**src/rtl/auto_exposure_ctrl.sv**
```systemverilog
// Closed-loop exposure controller: steps a saturating sensor gain toward a target
// intensity window once per frame, then waits for the sensor to apply the new gain.
module auto_exposure_ctrl #(
    parameter int SUM_W       = 32,
    parameter int GAIN_W      = 8,
    parameter int GAIN_INIT   = 16,
    parameter int GAIN_MIN    = 1,
    parameter int GAIN_MAX    = 255,
    parameter int SKIP_FRAMES = 2,
    parameter int LOCK_FRAMES = 3
) (
    input  logic              clk,
    input  logic              resetn,
    input  logic              enable_i,
    input  logic [SUM_W-1:0]  sum_i,
    input  logic              sum_valid_i,
    input  logic [SUM_W-1:0]  target_lo_i,
    input  logic [SUM_W-1:0]  target_hi_i,
    input  logic [3:0]        step_i,
    output logic [GAIN_W-1:0] gain_o,
    output logic              gain_update_o,
    output logic              locked_o,
    output logic              busy_o
);

    localparam int EXT_W  = GAIN_W + 1;
    localparam int SKIP_W = (SKIP_FRAMES > 0) ? $clog2(SKIP_FRAMES + 1) : 1;
    localparam int LOCK_W = $clog2(LOCK_FRAMES + 1);

    localparam logic [SKIP_W-1:0] SKIP_LOAD = SKIP_W'(SKIP_FRAMES);
    localparam logic [LOCK_W-1:0] LOCK_SAT  = LOCK_W'(LOCK_FRAMES);
    localparam logic [GAIN_W-1:0] G_MIN     = GAIN_W'(GAIN_MIN);
    localparam logic [GAIN_W-1:0] G_MAX     = GAIN_W'(GAIN_MAX);
    localparam logic [GAIN_W-1:0] G_INIT    = GAIN_W'(GAIN_INIT);

    typedef enum logic [1:0] {
        IDLE   = 2'd0,
        SETTLE = 2'd1,
        EVAL   = 2'd2
    } state_t;

    // With no frames to discard, a gain change re-evaluates on the very next frame.
    localparam state_t AFTER_CHANGE = (SKIP_FRAMES == 0) ? EVAL : SETTLE;

    state_t            state_q, state_d;
    logic [GAIN_W-1:0] gain_q, gain_d;
    logic              gain_update_q, gain_update_d;
    logic              locked_q, locked_d;
    logic              busy_q, busy_d;
    logic [SKIP_W-1:0] skip_q, skip_d;
    logic [LOCK_W-1:0] lock_q, lock_d;

    // Candidate gains, computed one bit wider so neither direction can wrap.
    logic [EXT_W-1:0]  gain_ext, step_ext, inc_sum;
    logic [GAIN_W-1:0] cand_up, cand_dn, cand;
    logic [LOCK_W-1:0] lock_inc;
    logic              too_bright, too_dark;

    always_comb begin
        gain_ext = {1'b0, gain_q};
        step_ext = EXT_W'(step_i);
        inc_sum  = gain_ext + step_ext;

        cand_up = (inc_sum > EXT_W'(GAIN_MAX)) ? G_MAX : inc_sum[GAIN_W-1:0];
        if (gain_ext < step_ext + EXT_W'(GAIN_MIN)) begin
            cand_dn = G_MIN;
        end else begin
            cand_dn = gain_q - GAIN_W'(step_i);
        end

        too_bright = (sum_i > target_hi_i);
        too_dark   = !too_bright && (sum_i < target_lo_i);
        cand       = too_bright ? cand_dn : cand_up;
        lock_inc   = (lock_q == LOCK_SAT) ? lock_q : lock_q + 1'b1;
    end

    // NOTE: every output of this block gets a default first; a path that skips an
    // assignment would otherwise infer a latch holding the previous value.
    always_comb begin
        state_d       = state_q;
        gain_d        = gain_q;
        gain_update_d = 1'b0;
        locked_d      = locked_q;
        skip_d        = skip_q;
        lock_d        = lock_q;

        if (!enable_i) begin
            // Disable overrides everything, including a frame arriving on this edge.
            state_d  = IDLE;
            locked_d = 1'b0;
            lock_d   = '0;
            skip_d   = '0;
        end else begin
            case (state_q)
                IDLE: begin
                    locked_d = 1'b0;
                    lock_d   = '0;
                    skip_d   = SKIP_LOAD;
                    state_d  = AFTER_CHANGE;
                end
                SETTLE: begin
                    if (sum_valid_i) begin
                        skip_d = skip_q - 1'b1;
                        if (skip_q <= SKIP_W'(1)) begin
                            skip_d  = '0;
                            state_d = EVAL;
                        end
                    end
                end
                EVAL: begin
                    if (sum_valid_i) begin
                        if (too_bright || too_dark) begin
                            lock_d   = '0;
                            locked_d = 1'b0;
                            if (cand != gain_q) begin
                                gain_d        = cand;
                                gain_update_d = 1'b1;
                                skip_d        = SKIP_LOAD;
                                state_d       = AFTER_CHANGE;
                            end
                        end else begin
                            lock_d   = lock_inc;
                            locked_d = (lock_inc == LOCK_SAT);
                        end
                    end
                end
                default: begin
                    state_d = IDLE;
                end
            endcase
        end

        busy_d = (state_d == SETTLE);
    end

    // NOTE: sequential state uses non-blocking assignments so every flop samples
    // the pre-edge values, independent of statement order.
    always_ff @(posedge clk or negedge resetn) begin
        if (!resetn) begin
            state_q       <= IDLE;
            gain_q        <= G_INIT;
            gain_update_q <= 1'b0;
            locked_q      <= 1'b0;
            busy_q        <= 1'b0;
            skip_q        <= '0;
            lock_q        <= '0;
        end else begin
            state_q       <= state_d;
            gain_q        <= gain_d;
            gain_update_q <= gain_update_d;
            locked_q      <= locked_d;
            busy_q        <= busy_d;
            skip_q        <= skip_d;
            lock_q        <= lock_d;
        end
    end

    assign gain_o        = gain_q;
    assign gain_update_o = gain_update_q;
    assign locked_o      = locked_q;
    assign busy_o        = busy_q;

endmodule

```
**config.mk**
```make
export PLATFORM = sky130hd
export DESIGN_NAME = auto_exposure_ctrl
export DESIGN_NICKNAME = d
export VERILOG_FILES = /design/src/rtl/auto_exposure_ctrl.sv
export SDC_FILE = /design/constraint.sdc
export NUM_CORES = 1
export LEC_CHECK = 0
export BUFFER_PORTS_ARGS = -buffer_cell sky130_fd_sc_hd__buf_2
export CAP_MARGIN = 0
export CORE_ASPECT_RATIO = 0.7
export CORE_MARGIN = 3
export CORE_UTILIZATION = 30
export CTS_BUF_LIST = sky130_fd_sc_hd__clkbuf_8 sky130_fd_sc_hd__clkbuf_16
export DETAILED_ROUTE_END_ITERATION = 6
export PLACE_DENSITY_LB_ADDON = 0.2
export SLEW_MARGIN = 25
export SYNTH_ARGS = -nofsm -noshare
export SYNTH_HDL_FRONTEND = slang
export SYNTH_SLANG_ARGS = --single-unit
```
**constraint.sdc**
```tcl
create_clock -name clk -period 4.9 [get_ports clk]
set_clock_uncertainty 0.15 [all_clocks]
set_input_delay 0.98 -clock clk [delete_from_list [all_inputs] [get_ports clk]]
set_output_delay 0.98 -clock clk [all_outputs]
set_load 0.01 [all_outputs]
```
==> results of run 1 <==
[per-layer routing]
| layer | vias up | wire, µm |
|---|---|---|
| li1 | 1808 | - |
| met1 | 1561 | 4782 |
| met2 | 100 | 3945 |
| met3 | 6 | 555 |
| met4 | 0 | 34 |
| met5 | - | 0 |
[final timing paths]
| path | end | startpoint | slack, ns | cells past startpoint |
|---|---|---|---|---|
| min in group asynchronous | locked_o | resetn | 0.50 | 1 |
| max in group asynchronous | gain_o[4] | resetn | 3.78 | 1 |
| min reg2reg | locked_o | locked_o | 0.39 | 2 |
| max reg2reg | skip_q[1] | gain_o[2] | 1.32 | 10 |
| min | locked_o | locked_o | 0.39 | 2 |
| max | skip_q[1] | sum_i[7] | 0.87 | 11 |
[registers in the layout, indices dropped and copies added, names as in the netlist]
name,flops
skip_q,2
gain_o,8
gain_update_o,1
busy_o,1
state_q,2
lock_q,2
locked_o,1
[tightest hold or removal path, stage by stage, from the launching register on]
cell and delay [ns]:
dfrtp_1 0.37, inv_1 0.05, o22ai_1 0.07
[kinds of logic after synthesis]
| family | count (synthesis) |
|---|---|
| AOI/OAI and AO/OA | 123 |
| xor gates and xnor gates | 8 |
| adders and majority gates | 79 |
| buffers and inverters | 91 |
| DFF | 17 |
| muxes | 4 |
| and+or+nand+nor | 121 |
[metrics by stage]
stage	instances	worst slack (ns)	total power (µW)	cell area [µm²]	hold WS, ns
floorplan	443	1.057	749.3	3472	0.3541
global placement	706	0.6935	964.0	4225	0.3699
detailed placement	706	0.6223	966.6	4225	0.3907
CTS	710	0.8842	1138	4305	0.3992
global route	710	0.5906	1244	4305	0.4390
finish	710	0.8717	1132	4305	0.3890
[power breakdown]
| group | internal (µW) | switching [µW] | total, µW |
|---|---|---|---|
| clock | 109 | 55.0 | 164 |
| combinational | 329 | 393 | 722 |
| sequential | 170 | 74.7 | 245 |
[cells in the mapped netlist, types with 5 or more instances]
master / instances
inv_1: 85
ha_1: 77
a21oi_1: 40
nand2_1: 35
nor2_1: 25
o21ai_0: 23
dfrtp_1: 16
nand3_1: 13
nand4_1: 10
a211oi_1: 6
nor3_1: 6
o211ai_1: 6
xnor2_1: 6
a21o_1: 5
clkbuf_1: 5
[layout by cell type, fill, tap and decap left out, types with 3 or more instances in the layout]
cell	n
nand2b_1	4
dfrtp_1	16
xnor2_1	6
nand2_1	35
a21oi_1	40
a21o_1	5
a211oi_1	6
o21ai_0	23
o41ai_1	3
nor2_1	25
nor2b_1	3
clkbuf_16	3
buf_2	114
ha_1	77
o211ai_1	6
nand3b_1	3
nand4_1	10
nand3_1	13
inv_1	85
a31o_2	3
o22ai_1	4
and3_1	3
nor3_1	6
[layout make-up]
class | count | share of cell area
clock inverters | 1 | 0.001162
repair buffers | 116 | 0.1360
multi-input cells | 335 | 0.6277
well taps | 153 | 0.04446
clock buffers | 3 | 0.01744
flip-flops and latches | 17 | 0.09910
inverters | 85 | 0.07411
==> summary.md, run 1 <==
| Metric | Value |
|---|---|
| Setup violators final | `0` |
| Maximum clock path buffer count | `2` |
| Port-buffer cells | `114` |
| CP endpoint kind | `flip-flop` |
| Post-detail-place hpwl | `8.158 mm` |
| Drt total wl | `9.317 mm` |
| Synth top area cells | `ha_1 28%, dfrtp_1 12%, inv_1 9.2%, a21oi_1 5.8%, nand2_1 3.8%` |
| Io pins | `115` |
| Status | `finished clean` |
| Pleak | `0.002293 µW` |
| Period utilization | `0.8221` |
| Period minus WS final | `4.028 ns` |
| Adder-Cell Fraction of Synth Area | `0.2890` |
| CP Max Fanout | `10` |
| Maximum vdd drop | `0.1409 mV` |
| Post-synth EDFFs | `0` |
| Die area | `12,920 µm²` |
| Final Hold Vio Count | `0` |
| Synth Area in Compound Gates | `0.2580` |
| Post-CTS Setup Inserts | `0` |
| Fin util | `0.3854` |
| Skew-Pair Late Insertion Delay | `0.25 ns` |
| Fmax | `0.2482 GHz` |
| Hold WC Path Type | `flip-flop to flip-flop` |
| Die X | `134.6 µm` |
| Post-synth cell types | `72` |
| MaxCap Viol Count | `0` |
| Worst path max stage delay | `0.54 ns` |
| Vias in the first global route | `3,411` |
| Post-Synth Simple-Gate Area | `0.1978` |
| Clock root buffer | `clkbuf_16` |
| CTS tree | `built` |
| CP arrival | `4.01 ns` |
| Share of the synthesized area in the top cell type | `0.2775` |
| Post-Synth XOR/XNOR Area | `0.02018` |
| Pwr per Cell Area | `262.8 nW/µm²` |
| Worst slew pin tran | `0.6297 ns` |
| Seq/Total Area, Yosys | `0.1229` |
| Largest family of logic cells by synthesized area | `adder cells` |
| Total core area | `11,170 µm²` |
| Global-route met1 utilization | `0.2084` |
| TNS Setup | `0 ns` |
| Total track usage | `0.1422` |
| Final slew viol count | `0` |
| #FFs+latches synth | `17` |
| DR WL/cell | `13.12 µm` |
| WS Path Type | `input pin to flip-flop` |
| Asr flop ratio synth | `1.000` |
| DRC Markers | `0` |
| Post-synthesis mux area share | `0.01333` |
| Die Y-Extent | `96.01 µm` |
| H-tree Lvls | `1` |
| Clk pin slew, worst setup/hold paths | `0.05 ns` |
| Initial antenna violation count | `0` |
| Slowest CP cell | `a2111oi_4` |
| N_diodes | `0` |
| Most used DFF post-synth | `dfrtp_1` |
| Post-synth net total | `626` |
| GR peak layer | `met2` |
| Total congestion overflow | `0` |
| WP buf/inv | `1` |
| Syn. warnings | `0` |
| Slew HR | `0.5802` |
| Cells after synthesis | `443` |
| Syn avg cell area | `7.838 µm²` |
| Drt pass-1 iters | `4` |
| TritonCTS buffer count | `3` |
| Vias per cell | `4.894` |
| Largest net degree at the start of global routing | `18` |
| Register area | `426.7 µm²` |
| Post-CTS resize count | `0` |
| First-pass GRT wire length | `15.55 mm` |
| P&R area growth vs syn | `24.00%` |
| Initial DRC Count | `170` |
| Layout cells sized above 1 | `0.2783` |
| Synth Cell Area | `3472 µm²` |
| Required time of the critical path | `4.88 ns` |
| Critical path launch point type | `input pin` |
| Largest area contributor in the netlist | `ha_1` |
| Starting density of the core | `0.3108` |
| Crit-path leading delay family | `compound AO/OA/AOI/OAI gates` |
| GPL Wtd Cong | `0.8986` |
| Layout fillers | `1,180` |
| Core Rows | `32` |
| Via Count | `3,475` |
| Clock sink count | `17` |
| Hold_buf cts | `0` |
| Final nets | `741` |
| RSZ-0062 raised after global routing | `false` |
| Critical path cell sequence | `buf_2, ha_1, a21oi_1, o21ai_1, a211o_1, o31a_4, nor2_2, a32oi_1, a2111oi_4, nor2_1, o311a_1` |
| Antenna Violating Nets Remaining | `0` |
| Grt met3 use | `0.02142` |
| Area taken by multi-input logic gates | `2703 µm²` |
| GR Layer Usage met2 | `0.2304` |
Power figures use the tool's default switching activity.
==> run 2, diff against run 1 <==
Settings changed: ABC_AREA from default to 1.
Clock period 4.9 ns to 3.45 ns, I/O delays scaled along.
==> run 2 against run 1 <==
Effect of this change: synthesized area fell by 2.5%; synthesized cell count rose by 15%; routed wire length fell by 0.47%; count of clock-buffer cells in the layout did not move; worst hold slack got worse by 0.18 ns; clock power rose by 39%; utilization rose by 0.93 points; via count rose by 1.5%; non-clock buffer count rose by 3; die area fell by 2.3%; total power rose by 34%; highest routed layer is now met3.
==> summary.md, run 2 <==
| Metric | Value |
|---|---|
| Crit-path leading delay family | `simple AND/OR/NAND/NOR gates` |
| Fmax | `0.3133 GHz` |
| Post-synth net total | `691 (+10%)` |
| Clk pin slew, worst setup/hold paths | `0.05 ns (about the same)` |
| CP arrival | `3.19 ns (-0.82 ns)` |
| Register area | `426.7 µm² (unchanged)` |
| Grt met3 use | `0.01757 (-0.003849)` |
| Post-synth EDFFs | `0 (unchanged)` |
| P&R area growth vs syn | `24.31%` |
| Switching Power | `717.4 µW (+37%)` |
| Vias per cell | `4.557 (-6.9%)` |
| Required time of the critical path | `3.44 ns (-1.44 ns)` |
| Post-Synth Simple-Gate Area | `0.3059 (+0.1080)` |
| WS Path Type | `input pin to flip-flop` |
| Seq/Total Area, Yosys | `0.1260 (+0.003087)` |
| Vias in the first global route | `3,430 (+0.56%)` |
| Total core area | `10,670 µm² (-4.5%)` |
| Post-detail-place hpwl | `8.259 mm (+1.2%)` |
| Starting density of the core | `0.3175 (+0.006717)` |
| Largest net degree at the start of global routing | `18 (unchanged)` |
| Port-buffer cells | `114 (unchanged)` |
| Worst path max stage delay | `0.28 ns (-0.26 ns)` |
| Synth Cell Area | `3387 µm² (-2.5%)` |
| Clock group share of total power | `0.151 (+0.006)` |
| Comb pwr share | `0.644 (+0.006)` |
| Synth Area in Compound Gates | `0.1271 (-0.1309)` |
| Commonest non-fill, non-tap cells in the layout | `118 x nand2_1, 114 x buf_2, 104 x inv_1, 77 x ha_1, 41 x a21oi_1` |
| Synth top area cells | `ha_1 28%, nand2_1 13%, dfrtp_1 12%, inv_1 11%, a21oi_1 6.1%` |
| #FFs+latches synth | `17 (unchanged)` |
| Hold WC Path Type | `input pin to async pin` |
| Layout cells sized above 1 | `0.2508 (-0.02748)` |
| Stages on the worst setup path | `17 (+6)` |
| Final Hold Vio Count | `0 (unchanged)` |
| Worst slew pin tran | `0.4139 ns (-0.2158 ns)` |
| Die Y-Extent | `94.90 µm (-1.2%)` |
| Initial DRC Count | `166 (-2.4%)` |
| Cells after synthesis | `508 (+15%)` |
| Critical path launch point type | `input pin` |
| R2R Path End | `gain_o[1]` |
| CP endpoint kind | `flip-flop` |
| Clock sink count | `17 (unchanged)` |
| Post-synth cell types | `42 (-42%)` |
| Post-DP Area | `4116 µm² (-2.6%)` |
| H-tree Lvls | `1 (unchanged)` |
| GPL Wtd Cong | `0.8361 (-7.0%)` |
| Syn avg cell area | `6.667 µm² (-15%)` |
| Int Power | `795.3 µW (+31%)` |
| Slew HR | `0.7241 (+0.1439)` |
| Asr flop ratio synth | `1.000 (unchanged)` |
| First-pass GRT wire length | `15.55 mm (about the same)` |
| Post-CTS resize count | `0 (unchanged)` |
| TritonCTS buffer count | `3 (unchanged)` |
| Status | `finished clean` |
| Total track usage | `0.1468 (+0.004576)` |
| Total congestion overflow | `0 (unchanged)` |
| Maximum vdd drop | `0.2001 mV (+42%)` |
| CP endpoint | `gain_update_o` |
| Share of the synthesized area in the top cell type | `0.2844 (+0.006970)` |
| N_diodes | `0 (unchanged)` |
| CP Max Fanout | `17 (+7)` |
| Critical path launch point | `step_i[0]` |
| TNS Setup | `0 ns (unchanged)` |
| DRC Markers | `0 (unchanged)` |
| Reg2reg path depth | `18 (+8)` |
| Slowest CP cell | `ha_1` |
| Worst R2R Setup Slack | `0.44 ns (-0.88 ns)` |
| Period minus WS final | `3.192 ns` |
| Skew-Pair Late Insertion Delay | `0.25 ns (about the same)` |
| Final nets | `810 (+9.3%)` |
| Synth top cells by count | `118 x nand2_1, 103 x inv_1, 77 x ha_1` |
| Clock root buffer | `clkbuf_16` |
| Period utilization | `0.9251` |
| Pleak | `0.002567 µW (+12%)` |
| Sw Share | `0.4742 (+0.01198)` |
| Post-synthesis mux area share | `0 (-0.01333)` |
| Top-count cell post-synth | `nand2_1` |
| Fin area | `4210 µm² (-2.2%)` |
| Worst r2r src | `gain_o[0]` |
| Core Rows | `31 (-3.1%)` |
| GR peak layer | `met2` |
| Post-Synth XOR/XNOR Area | `0.01293 (-0.007251)` |
| Syn. warnings | `0 (unchanged)` |
| Commonest non-fill, non-tap cell in the layout | `nand2_1` |
| Largest family of logic cells by synthesized area | `simple AND/OR/NAND/NOR gates` |
| Die X | `133 µm (-1.2%)` |
| Drt pass-1 iters | `5 (+1)` |
| Post-place setup slack | `0.02485 ns (-0.5974 ns)` |
| Area taken by multi-input logic gates | `2514 µm² (-7.0%)` |
| Max FFs per register | `8 (unchanged)` |
| Io pins | `115 (unchanged)` |
| MaxCap Viol Count | `0 (unchanged)` |
| GR Layer Usage met2 | `0.2386 (+0.008247)` |
| Hold_buf cts | `0 (unchanged)` |
| Pwr per Cell Area | `359.3 nW/µm² (+37%)` |
| Die area | `12,620 µm² (-2.3%)` |
| Most used DFF post-synth | `dfrtp_1` |
| DR WL/cell | `11.98 µm (-8.7%)` |
| Via Count | `3,527 (+1.5%)` |
| Global-route met1 utilization | `0.2190 (+0.01059)` |
| Flop pwr share | `0.205 (-0.011)` |
| Maximum clock path buffer count | `2 (unchanged)` |
| Initial antenna violation count | `0 (unchanged)` |
| Post-route setup slack | `0.2583 ns (-0.6133 ns)` |
| Setup violators final | `0 (unchanged)` |
| Drt total wl | `9.273 mm (-0.47%)` |
| WP buf/inv | `5 (+4)` |
| Final slew viol count | `0 (unchanged)` |
| Post-CTS Setup Inserts | `0 (unchanged)` |
| Adder-Cell Fraction of Synth Area | `0.2963 (+0.007260)` |
| Antenna Violating Nets Remaining | `0 (unchanged)` |
| CTS tree | `built` |
| Critical path cell sequence | `buf_2, ha_1, inv_1, ha_1, a21oi_1, o21ai_0, a21oi_2, buf_4, nor2_1, nand3b_1, nand3_2, nand2_1, nor2_1, nand3_2, nand4_4, buf_4, inv_1` |
| Largest area contributor in the netlist | `ha_1` |
| Layout fillers | `1,134 (-3.9%)` |
run 2: changes by cell type in the layout (fill, tap and decap cells not counted), moves of 6 or more:
cell and delta:
inv_1 +19, nand2_1 +83, nand2_2 +8, nand3_1 +24, nand4_1 -6, nor2_1 +7
o211ai_1 -6, o21ai_0 -12, o21ai_2 +7
run 2: how the worst min path moves through the flow:
stage          startpoint   endpoint  slack, ns  cells after the start
2_1_floorplan      resetn     busy_o       0.24                      0
3_3_place_gp     locked_o   locked_o       0.32                      2
3_5_place_dp     locked_o   locked_o       0.32                      2
4_1_cts            resetn  skip_q[0]       0.23                      1
5_1_grt            resetn     busy_o       0.24                      1
6_report           resetn     busy_o       0.21                      1
run 2: final cells by class:
type,count,area share
clock buffer,3,0.01783
clock inverter,1,0.0008915
inverter,106,0.09450
multi-input combinational,380,0.5970
sequential,17,0.1013
tap,148,0.04398
timing repair buffer,119,0.1444
run 2: cells by family after synthesis:
| logic type | Yosys count |
|---|---|
| AOI/OAI and AO/OA | 74 |
| xor gates and xnor gates | 5 |
| adders and majority gates | 79 |
| buffers and inverters | 111 |
| DFF | 17 |
| and+or+nand+nor | 222 |
run 2: power by group through the flow:
stage | registers [µW] | logic (µW) | clock network, µW
2_1_floorplan | 292 | 691 | 0
3_3_place_gp | 315 | 951 | 0
3_5_place_dp | 313 | 953 | 0
4_1_cts | 310 | 959 | 236
5_1_grt | 319 | 1140 | 245
6_report | 309 | 975 | 228
run 2: routing by layer:
layer / vias to the layer above / share of wire
li1: 1879 / -
met1: 1552 / 0.54
met2: 96 / 0.41
met3: 0 / 0.047
met4: 0 / 0
met5: - / 0
run 2: per-stage QoR:
step | util | instances | hold slack, ns | power (µW)
2_1_floorplan | - | 508 | 0.2444 | 982.3
3_3_place_gp | 0.3859 | 768 | 0.3154 | 1265
3_5_place_dp | 0.3859 | 768 | 0.3178 | 1266
4_1_cts | 0.3933 | 772 | 0.2344 | 1505
5_1_grt | 0.3947 | 774 | 0.2365 | 1704
6_report | 0.3947 | 774 | 0.2124 | 1513
run 2: worst reg2reg max path, cell delays in order, from the launching register on:
cell and delay [ns]:
dfrtp_1 0.44, ha_1 0.27, fa_1 0.43, nand3_1 0.14, nand2_1 0.06, nand2_1 0.12
nor3_2 0.06, nand2_2 0.12, inv_2 0.06, nor2_1 0.08, nand2_1 0.07, nand2_1 0.11
nand2_1 0.06, nand2_1 0.06, nor2_1 0.05, nand3_2 0.09, nand4_4 0.27, nand2_1 0.18
o21ai_2 0.07
==> run 3, diff against run 2 <==
Settings changed: GPL_TIMING_DRIVEN from default to 0, RECOVER_POWER from default to 25.
==> run 3 against run 2 <==
Effect of this change: sequential share of layout area down 0.14 points; cell count up 0.39%; first-iteration DRC count shrank 34%; global-route usage is 0.27 points lower; die area unchanged; sequential power decreased by 6%; utilization grew 0.54 points; count of clock-buffer cells in the layout is the same; worst hold slack gained 0.11 ns; total power grew 2.1%; routed wire length down 0.50%; design area rose by 1.4%; critical path type unchanged.
==> summary.md, run 3 (same netlist as run 2, synthesis figures left out) <==
| Metric | Value |
|---|---|
| Status | `finished clean` |
| Core Rows | `31 (unchanged)` |
| RSZ-0062 raised after global routing | `false` |
| Drt pass-1 iters | `4 (-1)` |
| CTS tree | `built` |
| Period minus WS final | `3.233 ns (+0.04088 ns)` |
| Worst R2R Setup Slack | `0.37 ns (-0.07 ns)` |
| Clock sink count | `17 (unchanged)` |
| Post-DP Area | `4143 µm² (+0.64%)` |
| Required time of the critical path | `3.48 ns (+0.04 ns)` |
| Worst slew pin tran | `0.9965 ns (+0.5826 ns)` |
| Initial DRC Count | `109 (-34%)` |
| Period utilization | `0.9370 (+0.01185)` |
| WS Path Type | `input pin to flip-flop` |
| Post-detail-place hpwl | `8.223 mm (-0.43%)` |
| Port-buffer cells | `114 (unchanged)` |
| Starting density of the core | `0.3175 (unchanged)` |
| Total track usage | `0.1441 (-0.002699)` |
| Max FFs per register | `8 (unchanged)` |
| Critical path launch point type | `input pin` |
| Io pins | `115 (unchanged)` |
| Layout cells sized above 1 | `0.2512 (+0.0003936)` |
| Hold WC Path Type | `flip-flop to flip-flop` |
| Sw Share | `0.4665 (-0.007702)` |
| P&R area growth vs syn | `26.01%` |
| Fin util | `0.4001 (+0.005396)` |
| Drt total wl | `9.227 mm (-0.50%)` |
| Total congestion overflow | `0 (unchanged)` |
| Worst path max stage delay | `0.31 ns (+0.03 ns)` |
| CP Max Fanout | `10 (-7)` |
| Commonest non-fill, non-tap cells in the layout | `118 x nand2_1, 115 x buf_2, 104 x inv_1, 77 x ha_1, 41 x a21oi_1` |
| Final Hold Vio Count | `0 (unchanged)` |
| WHS | `0.3243 ns (+0.1119 ns)` |
| Top cell by count, worst path | `nand2_1` |
| Final slew viol count | `0 (unchanged)` |
| Vias in the first global route | `3,310 (-3.5%)` |
| Comb pwr share | `0.665 (+0.021)` |
| Fin area | `4268 µm² (+1.4%)` |
| Vias per cell | `4.499 (-1.3%)` |
| Largest net degree at the start of global routing | `18 (unchanged)` |
| Skew-Pair Late Insertion Delay | `0.25 ns (about the same)` |
| Crit-path leading delay family | `simple AND/OR/NAND/NOR gates` |
| MaxCap Viol Count | `0 (unchanged)` |
| Antenna Violating Nets Remaining | `0 (unchanged)` |
| Int Power | `823.8 µW (+3.6%)` |
| TritonCTS buffer count | `3 (unchanged)` |
| Die Y-Extent | `94.90 µm (unchanged)` |
| Clock root buffer | `clkbuf_16` |
| Critical path cell sequence | `buf_2, ha_1, inv_1, ha_1, a21oi_1, o21ai_1, a21oi_2, buf_12, nor2_1, nand3_1, nand2_1, nand2_1, nand2_1, nor2_1, nand3_2, nand4_4, buf_8, nand2_2, o21ai_2` |
| Clock group share of total power | `0.147 (-0.004)` |
| Commonest non-fill, non-tap cell in the layout | `nand2_1` |
| CP endpoint kind | `flip-flop` |
| Final nets | `813 (+0.37%)` |
| Maximum clock path buffer count | `2 (unchanged)` |
| Via Count | `3,496 (-0.88%)` |
| Total core area | `10,670 µm² (unchanged)` |
| Pwr per Cell Area | `361.8 nW/µm² (+0.71%)` |
| CP arrival | `3.26 ns (+0.07 ns)` |
| DR WL/cell | `11.88 µm (-0.88%)` |
| GPL Wtd Cong | `0.8513 (+1.8%)` |
| N_diodes | `0 (unchanged)` |
| H-tree Lvls | `1 (unchanged)` |
| Layout fillers | `1,158 (+2.1%)` |
| Slowest CP cell | `a21oi_2` |
| Slew HR | `0.3357 (-0.3884)` |
| Die area | `12,620 µm² (unchanged)` |
| Pleak | `0.002593 µW (+1.0%)` |
| Clk pin slew, worst setup/hold paths | `0.05 ns (about the same)` |
| Flop pwr share | `0.188 (-0.017)` |
| Fmax | `0.3094 GHz (-1.3%)` |
| Die X | `133 µm (unchanged)` |
| Maximum vdd drop | `0.2229 mV (+11%)` |
| Initial antenna violation count | `0 (unchanged)` |
| DRC Markers | `0 (unchanged)` |
| Switching Power | `720.4 µW (+0.43%)` |
| WP buf/inv | `4 (-1)` |
| First-pass GRT wire length | `15.23 mm (-2.1%)` |
| Setup violators final | `0 (unchanged)` |
==> run 3: path summary, 6_finish.rpt <==
path | from | endpoint | cells after the start
min in group asynchronous | resetn | busy_o | 1
max | step_i[1] | gain_o[0] | 19
max in group asynchronous | resetn | state_q[0] | 1
max reg2reg | gain_o[3] | gain_o[0] | 19
min | locked_o | locked_o | 2
min reg2reg | locked_o | locked_o | 2
==> run 3: final cells by class <==
type / count / area, µm² / share of cell area
clock buffers: 3 / 75.07 / 0.01759
well taps: 148 / 185.2 / 0.04339
plain buffers: 5 / 48.80 / 0.01143
clock inverters: 1 / 3.754 / 0.0008795
flip-flops and latches: 17 / 426.7 / 0.09997
repair buffers: 117 / 616.8 / 0.1445
multi-input cells: 380 / 2514 / 0.5890
inverters: 106 / 397.9 / 0.09323
==> run 3: worst reg2reg max path: cells and delay by family, from the launching register on <==
kind	cells	cell delay [ns]
and+or+nand+nor	14	1.51
AOI/OAI and AO/OA	1	0.05
DFF	1	0.49
buffers and inverters	3	0.46
adders and majority gates	1	0.36
==> run 3: what timing repair did <==
item	in CTS	in global routing
gates resized for setup	0	1
endpoints found under the setup margin	0	12
setup buffers	0	3
hold buffers	0	0
endpoints found under the hold margin	0	0
==> run 3: stage by stage <==
stage | total power, µW | setup WS [ns] | TNS, ns | std cells
3_3_place_gp | 1235 | -0.1198 | -0.7936 | 770
2_1_floorplan | 982.3 | 0.5470 | 0 | 508
3_5_place_dp | 1258 | -0.1473 | -0.8959 | 770
6_report | 1544 | 0.2174 | 0 | 777
4_1_cts | 1494 | 0.1056 | 0 | 774
5_1_grt | 1736 | 0.02121 | 0 | 777
==> run 3: power by group through the flow <==
stage          sequential, µW  combinational, µW  clock, µW
2_1_floorplan             292                691          0
3_3_place_gp              293                941          0
3_5_place_dp              295                963          0
4_1_cts                   293                967        234
5_1_grt                   298               1190        243
6_report                  291               1030        227
==> run 3: per-layer routing <==
metal / vias up / GRT usage / wire, µm
met5: - / 0 / 0
met4: 0 / 0.01125 / 40
met3: 2 / 0.01917 / 446
met2: 84 / 0.2230 / 3677
met1: 1521 / 0.2201 / 5063
li1: 1889 / - / -
